$ cat src/rtl/fan_pid_sequencer.sv
`default_nettype none
// +----------------------------------------------------------------------------+
// | Module      : fan_pid_sequencer                                            |
// | Description : Velocity-form PID sequencer for the fan controller. Divides  |
// |               the clock into a sample tick, forms the speed error, runs    |
// |               three req/done transactions on a shared coefficient MAC and  |
// |               scales/saturates the result into pid_out.                    |
// |               Optional: define PID_DEADBAND_EN to zero small errors.       |
// | Revision    : 1.0 - initial release                                        |
// +----------------------------------------------------------------------------+
module fan_pid_sequencer #(
    parameter int ADC_BITWIDTH = 4,
    parameter int CLK_DIV      = 199999,
    parameter int ACC_W        = 16,
    parameter int FRAC_BITS    = 8,
    parameter int MAC_TIMEOUT  = 15,
    parameter int DEADBAND     = 1
) (
    input  logic                           clk,
    input  logic                           rst_n,
    input  logic                           ena,
    input  logic [ADC_BITWIDTH-1:0]        adc_val,
    input  logic [ADC_BITWIDTH-1:0]        set_val,
    output logic                           mac_req,
    output logic [1:0]                     mac_sel,
    output logic                           mac_clr,
    output logic signed [ADC_BITWIDTH:0]   mac_operand,
    input  logic                           mac_done,
    input  logic signed [ACC_W-1:0]        mac_result,
    output logic signed [ADC_BITWIDTH:0]   pid_out,
    output logic                           pid_valid,
    output logic                           busy,
    output logic                           overrun,
    output logic                           mac_fault
);

    localparam int c_OUT_W  = ADC_BITWIDTH + 1;
    localparam int c_CNT_W  = (CLK_DIV > 0) ? $clog2(CLK_DIV + 1) : 1;
    localparam int c_WCNT_W = (MAC_TIMEOUT > 1) ? $clog2(MAC_TIMEOUT + 1) : 1;
    localparam logic [c_CNT_W-1:0]         c_DIV_MAX   = c_CNT_W'(CLK_DIV);
    localparam logic [c_WCNT_W-1:0]        c_WAIT_LAST = c_WCNT_W'(MAC_TIMEOUT - 1);
    localparam logic signed [ACC_W:0]      c_SUM_MAX   = (ACC_W + 1)'((1 << ADC_BITWIDTH) - 1);
    localparam logic signed [c_OUT_W-1:0]  c_PID_MAX   = c_OUT_W'((1 << ADC_BITWIDTH) - 1);

    localparam logic [2:0] c_ST_IDLE    = 3'd0;
    localparam logic [2:0] c_ST_CAPTURE = 3'd1;
    localparam logic [2:0] c_ST_ISSUE   = 3'd2;
    localparam logic [2:0] c_ST_WAIT    = 3'd3;
    localparam logic [2:0] c_ST_UPDATE  = 3'd4;

    logic [c_CNT_W-1:0]         r_cnt;
    logic [2:0]                 r_state;
    logic [1:0]                 r_step;
    logic [c_WCNT_W-1:0]        r_wait_cnt;
    logic signed [c_OUT_W-1:0]  r_e0;
    logic signed [c_OUT_W-1:0]  r_e1;
    logic signed [c_OUT_W-1:0]  r_e2;
    logic signed [c_OUT_W-1:0]  r_u_prev;
    logic signed [ACC_W-1:0]    r_acc;

    logic                       w_tick;
    logic signed [c_OUT_W-1:0]  w_e0_raw;
    logic signed [c_OUT_W-1:0]  w_e0;
    logic signed [c_OUT_W-1:0]  w_operand;
    logic signed [ACC_W:0]      w_acc_ext;
    logic signed [ACC_W:0]      w_acc_shift;
    logic signed [ACC_W:0]      w_uprev_ext;
    logic signed [ACC_W:0]      w_sum;
    logic signed [c_OUT_W-1:0]  w_sat;

    assign w_tick   = ena && (r_cnt == c_DIV_MAX);
    assign w_e0_raw = $signed({1'b0, set_val}) - $signed({1'b0, adc_val});

`ifdef PID_DEADBAND_EN
    localparam logic signed [c_OUT_W-1:0] c_DB = c_OUT_W'(DEADBAND);
    assign w_e0 = ((w_e0_raw <= c_DB) && (w_e0_raw >= -c_DB)) ? '0 : w_e0_raw;
`else
    logic w_unused_deadband;
    assign w_unused_deadband = (DEADBAND != 0);
    assign w_e0 = w_e0_raw;
`endif

    // Operand for the coefficient currently being issued: e0, e1, e2 in order
    always_comb begin
        w_operand = r_e0;
        case (r_step)
            2'd1:    w_operand = r_e1;
            2'd2:    w_operand = r_e2;
            default: w_operand = r_e0;
        endcase
    end

    // Drop the fractional bits of the MAC sum and add the previous output
    assign w_acc_ext   = {r_acc[ACC_W-1], r_acc};
    assign w_acc_shift = w_acc_ext >>> FRAC_BITS;
    assign w_uprev_ext = {{(ACC_W - ADC_BITWIDTH){r_u_prev[c_OUT_W-1]}}, r_u_prev};
    assign w_sum       = w_uprev_ext + w_acc_shift;

    // Clamp to the PWM range; storing the clamped value as u_prev stops windup
    always_comb begin
        w_sat = w_sum[c_OUT_W-1:0];
        if (w_sum[ACC_W])
            w_sat = '0;
        else if (w_sum > c_SUM_MAX)
            w_sat = c_PID_MAX;
    end

    // Sample-rate divider; frozen while the design is disabled
    always_ff @(posedge clk or negedge rst_n) begin
        if (!rst_n)
            r_cnt <= '0;
        else if (ena)
            r_cnt <= (r_cnt == c_DIV_MAX) ? '0 : r_cnt + 1'b1;
    end

    // Sequencer: capture error, three MAC transactions, then output update
    always_ff @(posedge clk or negedge rst_n) begin
        if (!rst_n) begin
            r_state     <= c_ST_IDLE;
            r_step      <= 2'd0;
            r_wait_cnt  <= '0;
            r_e0        <= '0;
            r_e1        <= '0;
            r_e2        <= '0;
            r_u_prev    <= '0;
            r_acc       <= '0;
            mac_req     <= 1'b0;
            mac_sel     <= 2'd0;
            mac_clr     <= 1'b0;
            mac_operand <= '0;
            pid_out     <= '0;
            pid_valid   <= 1'b0;
            busy        <= 1'b0;
            overrun     <= 1'b0;
            mac_fault   <= 1'b0;
        end else begin
            pid_valid <= 1'b0;
            // Any tick outside IDLE (UPDATE included) is dropped and flagged
            if (w_tick && (r_state != c_ST_IDLE))
                overrun <= 1'b1;
            case (r_state)
                c_ST_IDLE: begin
                    if (w_tick)
                        r_state <= c_ST_CAPTURE;
                end
                c_ST_CAPTURE: begin
                    r_e0    <= w_e0;
                    busy    <= 1'b1;
                    r_step  <= 2'd0;
                    r_state <= c_ST_ISSUE;
                end
                c_ST_ISSUE: begin
                    mac_req     <= 1'b1;
                    mac_sel     <= r_step;
                    mac_clr     <= (r_step == 2'd0);
                    mac_operand <= w_operand;
                    r_wait_cnt  <= '0;
                    r_state     <= c_ST_WAIT;
                end
                c_ST_WAIT: begin
                    if (mac_done) begin
                        mac_req <= 1'b0;
                        r_acc   <= mac_result;
                        if (r_step == 2'd2) begin
                            r_state <= c_ST_UPDATE;
                        end else begin
                            r_step  <= r_step + 2'd1;
                            r_state <= c_ST_ISSUE;
                        end
                    end else if (r_wait_cnt == c_WAIT_LAST) begin
                        // MAC unresponsive: abandon the sample, keep history
                        mac_req   <= 1'b0;
                        mac_fault <= 1'b1;
                        busy      <= 1'b0;
                        r_state   <= c_ST_IDLE;
                    end else begin
                        r_wait_cnt <= r_wait_cnt + 1'b1;
                    end
                end
                c_ST_UPDATE: begin
                    pid_out   <= w_sat;
                    r_u_prev  <= w_sat;
                    r_e2      <= r_e1;
                    r_e1      <= r_e0;
                    pid_valid <= 1'b1;
                    busy      <= 1'b0;
                    r_state   <= c_ST_IDLE;
                end
                default: r_state <= c_ST_IDLE;
            endcase
        end
    end

endmodule
`default_nettype wire

$ cat config.mk
export PLATFORM = sky130hd
export DESIGN_NAME = fan_pid_sequencer
export DESIGN_NICKNAME = d
export VERILOG_FILES = /design/src/rtl/fan_pid_sequencer.sv
export SDC_FILE = /design/constraint.sdc
export NUM_CORES = 1
export LEC_CHECK = 0
export ABC_AREA = 0
export BUFFER_PORTS_ARGS = -buffer_cell sky130_fd_sc_hd__buf_2
export CORE_ASPECT_RATIO = 1.75
export CORE_MARGIN = 2
export CORE_UTILIZATION = 53
export DETAILED_ROUTE_END_ITERATION = 10
export PLACE_DENSITY = 0.74
export SLEW_MARGIN = 5
export SYNTH_ARGS = -nofsm -noshare
export SYNTH_HDL_FRONTEND = slang
export SYNTH_SLANG_ARGS = --single-unit
$ cat constraint.sdc
create_clock -name clk -period 2.4 [get_ports clk]
set_clock_uncertainty 0.05 [all_clocks]
set_input_delay 0.48 -clock clk [delete_from_list [all_inputs] [get_ports clk]]
set_output_delay 0.48 -clock clk [all_outputs]
set_load 0.005 [all_outputs]
==> flow_summary.json <==
{
  "netlist_instances": 356,
  "nNetsFinal": 445,
  "synth_top_area_cell": "dfrtp_1",
  "synth_seq_cells": 68,
  "wire_per_inst_um": 14.4,
  "first_pass_iters": 4,
  "ant_nets": 0,
  "cts_tree": "built",
  "status": "finished, final reports clean",
  "cts_buffers": 9,
  "cts_hold_buf": 0,
  "grt_pass1_vias": 2782,
  "cts_max_level": 3,
  "timing.final.crit_period_ns": 2.09,
  "fp.dieH_um": 112,
  "drt_first_iter_violations": 171,
  "layout.cells.non_filler": 484,
  "drc": 0,
  "cp.required_ns": 2.54,
  "post_cts_buffers": 0,
  "tns_ns": 0,
  "antenna_found_initial": 0,
  "diodes": 0,
  "hpwl_um": 5070,
  "tightest_slew_ns": 0.616,
  "rsz0062_at_grt": "false",
  "pin_count": 46,
  "maxSlewHeadroom": 0.590,
  "grt_usage": 0.220,
  "numPlacedInstances": 468,
  "port_buffers": 37,
  "maxSlewViolCount": 0,
  "synthesis.nets": 404,
  "cp-end-kind": "register",
  "synth_top_area_frac": 0.486,
  "max_freq_ghz": 0.479,
  "clkTransAtPathRegs_ns": 0.05,
  "final_cell_mix": "dfrtp_1 (68), nand2_1 (65), buf_2 (37)",
  "avgViaCountPerCell": 5.52,
  "finalCritPeriodShare": 0.870,
  "ctsResizeCount": 0,
  "yosys.cell_types.count": 51,
  "synth-edff-count": 0,
  "area_delta_synth_final_pct": 16.7,
  "grt_max_degree": 44,
  "total_power_mw": 4.65,
  "synthFlopType": "dfrtp_1",
  "hold_viol": 0,
  "globalRouteOverflowTotal": 0,
  "drv_cap": 0,
  "grt_pass1_wl_um": 12400,
  "yosys_warnings": 0,
  "leakagePower_nw": 1.99,
  "path_class": "register to register",
  "synth.cell_area_um2": 3500,
  "hold_class": "primary input to async pin",
  "root_buffer": "clkbuf_16",
  "avgSynthCellArea_um2": 9.84,
  "reg2reg_slack_ns": 0.31,
  "clockBufferDepth": 2,
  "initial_core_util": 0.544,
  "synth.yosys.seq_area_share": 0.486,
  "worst_setup_path_start_kind": "register",
  "die-area_um2": 7300,
  "gp_congestion": 0.798,
  "vias": 2674,
  "reg2reg_from": "r_u_prev[4]",
  "r2r-end": "r_u_prev[3]",
  "r2r_cells": 6,
  "cts.sinks": 68,
  "clk_latency_ns": 0.33,
  "layout-drive-gt1-share": 0.192,
  "wirelength_um": 6990,
  "die_w_um": 65.5,
  "num_rows": 39,
  "async_flop_share": 1.00,
  "core_area_um2": 6440,
  "path_max_fanout": 6,
  "power_density_nw_per_um2": 1140,
  "vdd_ir_drop_max_uv": 700,
  "cp.arrival_ns": 2.23,
  "setup_viol_count_final": 0,
  "synthTopCellsByArea": "dfrtp_1 (49%), nand2_1 (7.0%), ha_1 (6.4%)",
  "final_common_cell": "dfrtp_1"
}
[registers in the layout (all words and copies together) (netlist names), 2 cells and up]
name,flops
r_e0,5
r_step,2
r_e2,5
r_wait_cnt,4
r_cnt,18
r_u_prev,5
r_state,3
r_e1,5
r_acc,8
mac_sel,2
mac_operand,5
[critical path, cell delays in order (launching register included)]
cell,delay (ns)
dfrtp_1,0.44
ha_1,0.38
or3b_2,0.48
a211oi_1,0.22
a21oi_1,0.17
a21oi_1,0.15
a31oi_1,0.07
[power by group]
group,total (mW),internal (mW),switching (mW)
logic,1.54,0.688,0.848
registers,1.80,1.50,0.295
clock network,1.32,0.852,0.469
total,4.65,3.04,1.61
[cells in the mapped netlist (all sizes together) (4+ instances only)]
library cell / n
dfrtp: 68
nand2: 66
o21ai: 28
nor2: 20
ha: 18
inv: 17
a21oi: 12
xnor2: 11
nand2b: 10
mux2: 9
nand3: 9
clkbuf: 8
xor2: 7
a22oi: 5
nand4: 5
nor3: 5
a31oi: 4
nor2b: 4
or2: 4
[metal layers]
metal	routed length, um	vias up	GRT usage
met4	153	0	0.0917
met3	201	11	0.0525
met5	0	-	0
met2	3920	42	0.404
li1	-	1318	-
met1	2720	1303	0.232
[metrics by stage]
stage	util	setup slack (ns)	area (um2)	hold slack, ns
after floorplan	-	0.358	3500	0.134
after global placement	0.588	0.347	3790	0.397
after detailed placement	0.588	0.307	3790	0.418
after CTS	0.635	0.308	4090	0.118
after global routing	0.635	0.125	4090	0.170
final	0.635	0.312	4090	0.111
[worst max-delay path by stage]
| stage | end | from | slack [ns] |
|---|---|---|---|
| 5_1_grt | r_u_prev[1] | r_u_prev[2] | 0.13 |
| 2_1_floorplan | r_u_prev[1] | r_u_prev[1] | 0.36 |
| 3_3_place_gp | r_u_prev[1] | r_u_prev[4] | 0.35 |
| 6_report | r_u_prev[3] | r_u_prev[4] | 0.31 |
| 3_5_place_dp | r_u_prev[3] | r_u_prev[4] | 0.31 |
| 4_1_cts | r_u_prev[3] | r_u_prev[4] | 0.31 |
[cell type report]
cell class	count	area, um2
well taps	82	103
flip-flops and latches	68	1700
inverters	17	63.8
fillers	554	2350
multi-input cells	261	1700
clock inverters	5	50.0
repair buffers	40	220
clock buffers	11	253
[cells by family after synthesis]
family                   after synthesis  synth area share
multiplexers                          12            0.0375
adder cells (fa/ha/maj)               20            0.0757
flip-flops                            68             0.486
AO/OA/AOI/OAI                         70             0.125
XOR/XNOR                              18            0.0450
AND/OR/NAND/NOR                      141             0.202
buffers and inverters                 27            0.0296
Note: power is estimated with default switching activity, not from simulation.
